$ cat config.mk
export PLATFORM = sky130hd
export DESIGN_NAME = pla_ibm_arbiter
export DESIGN_NICKNAME = d
export VERILOG_FILES = /design/src/rtl/pla_ibm_arbiter.sv
export SDC_FILE = /design/constraint.sdc
export NUM_CORES = 1
export LEC_CHECK = 0
export CAP_MARGIN = 5
export CELL_PAD_IN_SITES_DETAIL_PLACEMENT = 1
export CELL_PAD_IN_SITES_GLOBAL_PLACEMENT = 1
export CORE_MARGIN = 1
export CORE_UTILIZATION = 29
export DETAILED_ROUTE_END_ITERATION = 10
export PLACE_DENSITY_LB_ADDON = 0.2
export SETUP_SLACK_MARGIN = 0.3
export SYNTH_ARGS = -nofsm -noshare
export SYNTH_HDL_FRONTEND = slang
export SYNTH_SLANG_ARGS = --single-unit
$ cat constraint.sdc
create_clock -name clk -period 4.1 [get_ports clk]
set_clock_uncertainty 0.1 [all_clocks]
set_input_delay 0.41 -clock clk [delete_from_list [all_inputs] [get_ports clk]]
set_output_delay 0.41 -clock clk [all_outputs]
set_load 0.03 [all_outputs]
$ cat src/rtl/pla_ibm_arbiter.sv
// Round-robin issue controller sharing one pla__ibm decode array between NREQ
// requesters; results return in order through a 2-entry response buffer.
module pla_ibm_arbiter #(
  parameter int NREQ = 4,
  parameter int XW   = 48,
  parameter int ZW   = 17,
  parameter int IDW  = $clog2(NREQ)
) (
  input  logic               clk,
  input  logic               rst,
  input  logic [NREQ-1:0]    req_valid,
  input  logic [NREQ*XW-1:0] req_x,
  output logic [NREQ-1:0]    req_ready,
  output logic [XW-1:0]      pla_x,
  input  logic [ZW-1:0]      pla_z,
  output logic               rsp_valid,
  input  logic               rsp_ready,
  output logic [ZW-1:0]      rsp_z,
  output logic [IDW-1:0]     rsp_id,
  output logic               busy
);

  logic [IDW-1:0] ptr;
  logic [IDW-1:0] gnt_id;
  logic           gnt_found;
  logic           credit;
  logic           hs;
  logic           pop;
  logic [2:0]     occ;

  logic           s1_valid;
  logic [IDW-1:0] s1_id;

  logic [1:0]     cnt;
  logic           rd_ptr;
  logic           wr_ptr;
  logic [ZW-1:0]  buf_z  [2];
  logic [IDW-1:0] buf_id [2];

  assign rsp_valid = (cnt != 2'd0);
  assign pop       = rsp_valid & rsp_ready;
  assign rsp_z     = buf_z[rd_ptr];
  assign rsp_id    = buf_id[rd_ptr];
  assign busy      = s1_valid | rsp_valid;

  // Occupancy after this cycle's pop; a free slot must exist for every issue.
  assign occ    = {1'b0, cnt} + {2'b00, s1_valid} - {2'b00, pop};
  assign credit = !rst && (occ < 3'd2);

  // Grant stage: first valid requester after ptr, wrapping.
  always_comb begin
    logic [IDW:0] cand;
    cand      = '0;
    gnt_found = 1'b0;
    gnt_id    = '0;
    for (int k = 1; k <= NREQ; k++) begin
      cand = {1'b0, ptr} + (IDW+1)'(k);
      if (cand >= (IDW+1)'(NREQ))
        cand = cand - (IDW+1)'(NREQ);
      if (!gnt_found && req_valid[cand[IDW-1:0]]) begin
        gnt_found = 1'b1;
        gnt_id    = cand[IDW-1:0];
      end
    end
  end

  assign req_ready = (credit && gnt_found) ? (NREQ'(1) << gnt_id) : '0;
  assign hs        = |req_ready;

  always_ff @(posedge clk) begin
    if (rst) begin
      ptr       <= IDW'(NREQ - 1);
      s1_valid  <= 1'b0;
      s1_id     <= '0;
      pla_x     <= '0;
      cnt       <= 2'd0;
      rd_ptr    <= 1'b0;
      wr_ptr    <= 1'b0;
      buf_z[0]  <= '0;
      buf_z[1]  <= '0;
      buf_id[0] <= '0;
      buf_id[1] <= '0;
    end else begin
      // Issue stage S1: the winner's vector is sampled only here.
      s1_valid <= hs;
      if (hs) begin
        ptr   <= gnt_id;
        s1_id <= gnt_id;
        pla_x <= req_x[gnt_id*XW +: XW];
      end
      // Capture stage: PLA result of the S1 vector lands in the buffer.
      if (s1_valid) begin
        buf_z[wr_ptr]  <= pla_z;
        buf_id[wr_ptr] <= s1_id;
        wr_ptr         <= ~wr_ptr;
      end
      if (pop)
        rd_ptr <= ~rd_ptr;
      cnt <= cnt + {1'b0, s1_valid} - {1'b0, pop};
    end
  end

endmodule

==> Word level (Yosys, flattened, before mapping) <==
Memories as Yosys holds them, arrays and structs flattened. A register that Yosys moved wholly into a read port is not among the register bits.
Index checks and enable logic that the tools add are counted.
{ "word_totals": {"ramBits": 38, "mem_count": 2, "regBits": 57, "wordCells": 86, "output_inout_bits": 73} }
{ "mem_list": {"columns": ["name", "depth", "word_bits", "rd", "rd_ports_with_merged_regs", "wr", "line_no", "rtl"], "rows": [
  ["buf_z", 2, 17, 1, 1, 2, "37", "logic [ZW-1:0] buf_z [2];"],
  ["buf_id", 2, 2, 1, 1, 2, "38", "logic [IDW-1:0] buf_id [2];"]
]} }
{ "op_classes": {"bitwise_logic": 4, "mul": 1, "n_addsub": 12, "order_cmp": 9, "shifts": 2, "muxes": 36, "n_reduce_logical": 13} }
{ "ops": {"columns": ["operator", "count"], "rows": [
  ["192-bit by 9-bit variable part select with 48-bit output", 1],
  ["1-bit 2-to-1 mux", 21],
  ["2-bit 2-to-1 mux", 9],
  ["17-bit 2-to-1 mux", 1],
  ["17-bit OR reduction", 1],
  ["3-bit greater-or-equal comparator (second input constant)", 4],
  ["2-bit by 3-bit less-than comparator with 1-bit output (second input constant)", 4],
  ["1-bit binary-select mux with 2-bit select", 4],
  ["2-bit by 1-bit subtractor with 2-bit output (second input constant)", 4],
  ["2-bit by 2-bit adder with 3-bit output (second input constant)", 2],
  ["1-bit logical AND", 5],
  ["1-bit zero test", 4],
  ["2-bit by 2-bit multiplier with 4-bit output (second input constant)", 1],
  ["4-bit 2-to-1 mux", 1],
  ["4-bit OR reduction", 1],
  ["1-bit by 2-bit << shifter with 4-bit output (first input constant)", 1],
  ["2-bit by 1-bit adder with 3-bit output", 1],
  ["2-bit by 1-bit adder with 3-bit output (second input constant)", 1],
  ["2-bit by 3-bit adder with 3-bit output (second input constant)", 1],
  ["3-bit by 2-bit less-than comparator with 1-bit output (second input constant)", 1],
  ["3-bit by 1-bit subtractor with 3-bit output", 1],
  ["2-bit by 1-bit adder with 2-bit output", 1],
  ["1-bit inverter", 2],
  ["2-bit nonzero test", 1],
  ["4 further kinds", 4]
]} }

==> Logic depth before layout (Yosys ltp) <==
Gate-level depths: netlist of the first run.
{ "logic_depth": {"ltp_word": 18, "depth_mapped": 14} }

==> Least setup slack after synthesis of the first run <==
Ideal clock, no wire load.
{ "synth_timing": {"path_type": "register -> output", "start": "register cnt[1]", "end": "output port req_ready[0]", "slack_ns": 0.137, "t_arrival_ns": 3.453, "t_required_ns": 3.590, "n_path_buf": 3, "stages_incl_launch_ff": 13, "cell_sequence": "dfxtp_1 > inv_1 > nand2_1 > and2_1 > ha_1 > inv_1 > ha_1 > fa_1 > or4_1 > clkbuf_1 > buf_2 > buf_2 > nor3_1"} }
{ "synth_via": {"elab_chain_cells": 7} }
{ "synth_rtl": {"columns": ["item", "line_no", "rtl"], "rows": [
  ["start: declaration", "34", "logic [1:0] cnt;"],
  ["start signal: assignment", "99", "cnt <= cnt + {1'b0, s1_valid} - {1'b0, pop};"],
  ["2-bit nonzero test", "40", "assign rsp_valid = (cnt != 2'd0);"],
  ["named net rsp_valid", "16", "output logic rsp_valid,"],
  ["1-bit bitwise AND", "41", "assign pop = rsp_valid & rsp_ready;"],
  ["named net pop", "28", "logic pop;"],
  ["3-bit by 1-bit subtractor with 3-bit output", "47", "assign occ = {1'b0, cnt} + {2'b00, s1_valid} - {2'b00, pop};"],
  ["named net occ[1]", "29", "logic [2:0] occ;"],
  ["3-bit by 2-bit less-than comparator with 1-bit output", "48", "assign credit = !rst && (occ < 3'd2);"],
  ["1-bit logical AND", "48", null],
  ["1-bit logical AND", "67", "assign req_ready = (credit && gnt_found) ? (NREQ'(1) << gnt_id) : '0;"],
  ["4-bit 2-to-1 mux", "67", null],
  ["end: declaration", "13", "output logic [NREQ-1:0] req_ready,"]
]} }
The timed path passes the listed nets, and every way through them passes these cells.

==> Worst setup path in the final report of the first run <==
{ "layout_timing": {"start": "register cnt[1]", "end": "output port req_ready[0]"} }
{ "layout_via": {"elab_chain_cells": 7} }
{ "layout_rtl": {"columns": ["item", "line_no"], "rows": [
  ["2-bit nonzero test", "40"],
  ["1-bit bitwise AND", "41"],
  ["named net pop", "28"],
  ["3-bit by 1-bit subtractor with 3-bit output", "47"],
  ["named net occ[1]", "29"],
  ["3-bit by 2-bit less-than comparator with 1-bit output", "48"],
  ["1-bit logical AND", "48"],
  ["1-bit logical AND", "67"],
  ["4-bit 2-to-1 mux", "67"]
]} }
The timed path passes the listed nets, and every way through them passes these cells.

==> flow_summary_export.csv, run 1 <==
group,metric,value,unit
cts,clkLatencyLatePin,340,ps
grt,use_met2,35.3,%
drt,drc_errors,16,
finish,fin_nets,968,
sta,fin_crit,3560,ps
worst_hold_path,hp-start,"pla_x[7]$_SDFFE_PP0P_",
sta,setup-violations-final,0,
logic_synthesis,ys_seq_area_share,42.6,%
die,die_h,138,um
cts,clkSinkCount,96,
drt,drt_iter0_drc,170,
finish,fin_area,8720,um^2
sta,hold_ws,379,ps
power_and_ir_drop,power_density,672,nW/um^2
die,initial_core_util,29.9,%
grt,grt_max_degree,98,
finish,layout.cells.non_filler,983,
grt,overflow,0,
sta,slew_headroom,29.3,%
logic_synthesis,syn_area,5400,um^2
logic_synthesis,synthArstFlopShare,0,%
placed_design,post-place-ws,414,ps
critical_path,crit_type,"reg2out",
power_and_ir_drop,peakVddDrop,0.398,mV
finish,nFillCells,1974,
logic_synthesis,synth_area_leaders,"dfxtp_1 (22%), edfxtp_1 (21%), mux2i_1 (18%)",
critical_path,crit_start,"cnt[1]$_SDFF_PP0_",
drt,wl_per_cell,17.6,um
cts,postCtsSetupBuffers,0,
drt,drt-pass1-iter-count,8,
grt,grt_pass1_wl,27400,um
placed_design,dpl_cell_area,8410,um^2
logic_synthesis,synth_top_area_share,21.5,%
logic_synthesis,synth_commonest_cells,"mux2i_1 (96), mux2_2 (67), dfxtp_1 (58)",
sta,setup_slack,543,ps
finish,syn2layout_area_growth,61.4,%
logic_synthesis,synth_edf_count,38,
drt,vias,4646,
run_status,violations,"DRC",
logic_synthesis,yosysTopAreaCell,"dfxtp_1",
logic_synthesis,synthesis.nets,705,
power_and_ir_drop,p_leak,3.26,nW
cts,path_clk_slew,70,ps
logic_synthesis,synth_most_common_cell,"mux2i_1",
grt,busiest_layer,"met2",
placed_design,placed_cells_incl_taps,967,
logic_synthesis,yosys_warnings,0,
placed_design,gp_congestion,0.725,
drt,final_antenna_net_count,0,
die,die_area,19200,um^2
grt,use_met1,18.9,%
logic_synthesis,ys_ff_latch,96,
sta,maxSlewViolCount,0,
drt,vias_per_cell,4.73,
cts,h-tree-depth,3,
sta,fin_crit_sh,86.8,%
logic_synthesis,synth_flop_cell,"dfxtp_1",
die,rows,49,
sta,fmax,281,MHz
placed_design,place_hpwl,13200,um
grt,antenna_found_initial,0,
cts,clk_path_buf_depth,2,
die,fp.coreArea,18100,um^2
critical_path,cp_data_arrival_time,3050,ps
sta,rsz0062_at_grt,"false",
logic_synthesis,syn_inst,486,
critical_path,cp-end-kind,"output pin",
finish,antenna_cells,0,
critical_path,critPathMaxFanout,4,
run_status,outcome,"finished with violations",
grt,grt_usage,18.3,%
cts,postCtsHoldBufs,0,
logic_synthesis,yosysUniqueCellTypes,36,
finish,drive_above_1_share,12.6,%
die,die_width,138,um
flow_run,maxCapViolCount,0,
critical_path,reg2reg_from,"cnt[1]$_SDFF_PP0_",
drt,wl,17300,um
die,pin_count,289,
cts,cts_tree,"done",
critical_path,cp.required,3590,ps
placed_design,port_buffers,288,
sta,hold_viol,0,
grt,grt_pass1_vias,5303,
sta,worst_slew_pin_slew,1060,ps
cts,cts_root_buf,"clkbuf_16",
sta,fin_tns_setup,0,ps
grt,use_met3,5.44,%
cts,cts_made_buffers,9,
logic_synthesis,syn_avg_cell_area,11.1,um^2
critical_path,startpoint_type,"flip-flop",
worst_hold_path,hold_path.class,"reg2reg",
## layer usage
metal,vias up,wire (um)
met5,-,0
met3,13,1320
met1,2200,6460
li1,2290,-
met2,143,9250
met4,0,234
## critical path, cell delays in order (launching register included)
cell and delay [ps]:
dfxtp_1 340, inv_1 110, nand2_1 80, and2_1 180, ha_1 280, inv_1 50
ha_1 190, fa_1 490, or4_4 590, nor3_1 200, buf_4 190
## what timing repair did
action | CTS | global route
resized for setup | 2 | 0
endpoints found under the hold margin | 0 | 0
setup endpoints to repair | 2 | 0
## report_power, final
part	switching (W)	total, W	internal (W)
Combinational	0.00184	0.00338	0.00153
Clock	0.000395	0.000881	0.000486
Sequential	0.000213	0.00160	0.00139
## flip-flops by register name, summed over array words and instances (netlist names), named ones only
| name | count |
|---|---|
| pla_x | 48 |
| buf_z | 34 |
| buf_id | 4 |
| cnt | 2 |
| ptr | 2 |
| s1_id | 2 |
| rd_ptr | 1 |
| s1_valid | 1 |
| wr_ptr | 1 |
## final timing paths
kind / cells past startpoint / slack, ps / to
max: 10 / 540 / req_ready[0]
min: 2 / 380 / pla_x[7]$_SDFFE_PP0P_
max reg2reg: 10 / 960 / ptr[1]$_SDFFE_PP1P_
min reg2reg: 2 / 380 / pla_x[7]$_SDFFE_PP0P_
## layout make-up
type                            instances  area, um^2  share of cell area [%]
Tap cell                              229         287                    3.29
Inverter                                7        26.3                   0.301
Clock buffer                            9         225                    2.58
Sequential cell                        96        2300                    26.4
Multi-Input combinational cell        343        2880                    33.0
Timing Repair Buffer                  292        2910                    33.4
Clock inverter                          7        86.3                   0.990
## layout by cell type, fill, tap and decap left out, types with 5 or more instances in the layout
cell and n:
clkdlybuf4s50_1 283, and2_1 39, mux2_2 67, edfxtp_1 38, mux2i_1 96, nor2_1 8
dfxtp_1 58, buf_4 5, o21ai_1 49, clkbuf_16 9, nand3b_1 49, inv_1 7
## stage by stage
step / total power [W] / utilization [%]
floorplan: 0.00378 / -
global placement: 0.00495 / 46.5
detailed placement: 0.00504 / 46.5
CTS: 0.00596 / 48.2
global route: 0.00623 / 48.2
finish: 0.00586 / 48.2
## cells by family (layout without fill, tap and decap cells)
logic type / after synthesis / in the layout / share of synthesized area [%]
DFF: 96 / 96 / 42.6
adders and majority gates: 3 / 3 / 0.834
AOI/OAI and AO/OA: 59 / 59 / 5.82
xor gates and xnor gates: 3 / 3 / 0.487
and+or+nand+nor: 115 / 115 / 14.0
muxes: 163 / 163 / 31.8
buffers and inverters: 47 / 315 / 4.50
(Power assumes the default switching activity.)
==> run 2: changes to the inputs <==
Settings changed: GPL_TIMING_DRIVEN set to 0.
==> run 2 against run 1 <==
The flow still finishes with violations (DRC). Fmax decreased by 4.8%. Utilization increased by 1.4 points. Sequential power about the same. Worst setup slack got worse by 180 ps. Critical path depth increased by 3. Final cell count increased by 4.0%. Design area increased by 3.0%. Register-to-register slack about the same. Critical endpoint unchanged. Flip-flop and latch count unchanged. First-iteration DRC count decreased by 30%. Routed wire length increased by 8.5%. Die area unchanged.
==> flow_summary_export.csv, run 2 (synthesized netlist as in run 1, its figures left out) <==
group,metric,value,unit
finish,layout.cells.non_filler,1022,
critical_path,critPathBufInv,6,
sta,maxSlewViolCount,0,
finish,largest_reg_flops,48,
cts,clk_path_buf_depth,2,
sta,fmax,268,MHz
drt,drt-pass1-iter-count,9,
placed_design,gp_congestion,0.808,
placed_design,port_buffers,287,
die,die_area,19200,um^2
cts,h-tree-depth,3,
run_status,violations,"DRC",
die,pin_count,289,
sta,fin_crit_sh,91.1,%
grt,antenna_found_initial,0,
cts,cts_root_buf,"clkbuf_16",
critical_path,critPathTopFamily,"buffers and inverters",
die,die_h,138,um
flow_run,maxCapViolCount,0,
sta,worst_slew_pin_slew,991,ps
cts,clkSinkCount,96,
critical_path,crit_type,"in2out",
finish,largest_register,"pla_x",
cts,cts_tree,"done",
cts,cts_made_buffers,9,
drt,drt_iter0_drc,119,
critical_path,critPathMaxFanout,10,
placed_design,post-place-ws,-515,ps
cts,clkLatencyLatePin,340,ps
grt,grt_pass1_wl,29000,um
placed_design,placed_cells_incl_taps,1002,
finish,final_common_cell,"clkdlybuf4s50_1",
drt,vias,4898,
critical_path,cpMaxStageDelayCell,"or4_4",
die,die_width,138,um
sta,rsz0062_at_grt,"true",
power_and_ir_drop,p_leak,3.37,nW
die,initial_core_util,29.9,%
power_and_ir_drop,peakVddDrop,0.277,mV
critical_path,slowest_delay,490,ps
grt,overflow,0,
finish,antenna_cells,0,
critical_path,cp-end-kind,"output pin",
critical_path,cp_data_arrival_time,3230,ps
sta,hold_viol,0,
finish,nFillCells,1953,
critical_path,crit_top_cell,"buf_6",
cts,postCtsHoldBufs,0,
die,fp.coreArea,18100,um^2
finish,syn2layout_area_growth,66.3,%
finish,fin_nets,1007,
finish,drive_above_1_share,14.8,%
finish,reg_top3,"pla_x x48, buf_z x34, buf_id x4",
critical_path,r2r_slack,960,ps
sta,setup-violations-final,0,
grt,grt_max_degree,20,
grt,grt_pass1_vias,5360,
drt,wl,18700,um
power_and_ir_drop,power_density,688,nW/um^2
grt,grt_usage,19.6,%
drt,vias_per_cell,4.79,
run_status,outcome,"finished with violations",
finish,most-common-layout-cells,"clkdlybuf4s50_1 (285), mux2i_1 (96), mux2_2 (67)",
die,rows,49,
critical_path,cp_cell_sequence,"clkdlybuf4s50_1 -> and2_4 -> ha_1 -> inv_1 -> ha_2 -> fa_2 -> xnor2_2 -> or4_4 -> clkbuf_8 -> buf_6 -> buf_8 -> nor3_4 -> buf_6",
drt,wl_per_cell,18.3,um
drt,drc_errors,16,
cts,path_clk_slew,70,ps
sta,fin_crit,3740,ps
worst_hold_path,hold_path.class,"reg2reg",
drt,final_antenna_net_count,0,
sta,slew_headroom,33.8,%
placed_design,place_hpwl,15000,um
critical_path,cp.required,3590,ps
sta,setup_slack,364,ps
critical_path,startpoint_type,"input port",
[run 2: cell count changes in the layout (fill, tap and decap cells not counted), moves of 3 or more]
cell and delta:
clkbuf_8 +3, buf_6 +5, clkbuf_1 +22, buf_4 +5
buf_1 +3, buf_8 +3
[run 2: timing repair]
action / 4_1_cts / 5_1_grt
gates resized for setup: 30 / 8
setup endpoints to repair: 4 / 3
buffers inserted: 2 / 2
pin swaps: 2 / 4
[run 2: worst paths after layout]
kind                          start                      to  depth (start not counted)
max reg2reg       cnt[1]$_SDFF_PP0_  pla_x[17]$_SDFFE_PP0P_                         14
max                       rsp_ready            req_ready[0]                         13
min reg2reg  pla_x[23]$_SDFFE_PP0P_  pla_x[23]$_SDFFE_PP0P_                          2
min          pla_x[23]$_SDFFE_PP0P_  pla_x[23]$_SDFFE_PP0P_                          2
[run 2: metal layers]
metal	track usage, %	vias up	part of all wire, %
met3	5.16	24	6.8
met1	21.7	2347	39
met4	6.98	0	2.1
met2	35.9	169	52
li1	-	2358	-
met5	0	-	0
[run 2: per-stage QoR]
stage	utilization [%]	power, W	hold WS, ps	cell area (um^2)	setup TNS (ps)
finish	49.6	0.00618	379	8980	0
global route	49.6	0.00654	395	8980	0
CTS	49.4	0.00623	381	8930	0
detailed placement	47.3	0.00522	367	8560	-1010
global placement	47.3	0.00515	364	8560	-969
floorplan	-	0.00378	354	5400	0
[run 2: report_power, final]
group          internal, W  switching [W]  leakage (nW)
logic              0.00169        0.00201          2.34
registers          0.00139       0.000198         0.878
clock network     0.000511       0.000375         0.157
[run 2: final cells by class]
type	count	area, um^2	area share (%)
buffer	40	244	2.72
clock buffer	11	253	2.81
clock inverter	5	61.3	0.683
inverter	7	26.3	0.293
multi-input combinational	343	2900	32.3
sequential	96	2300	25.7
tap	229	287	3.19
timing repair buffer	291	2910	32.4
[run 2: worst reg2reg max path, delay by kind of cell (launching register included)]
kind,cells,cell delay [ps]
and+or+nand+nor,4,880
DFF,1,320
xor gates and xnor gates,1,180
buffers and inverters,5,670
adders and majority gates,3,800
AOI/OAI and AO/OA,1,70
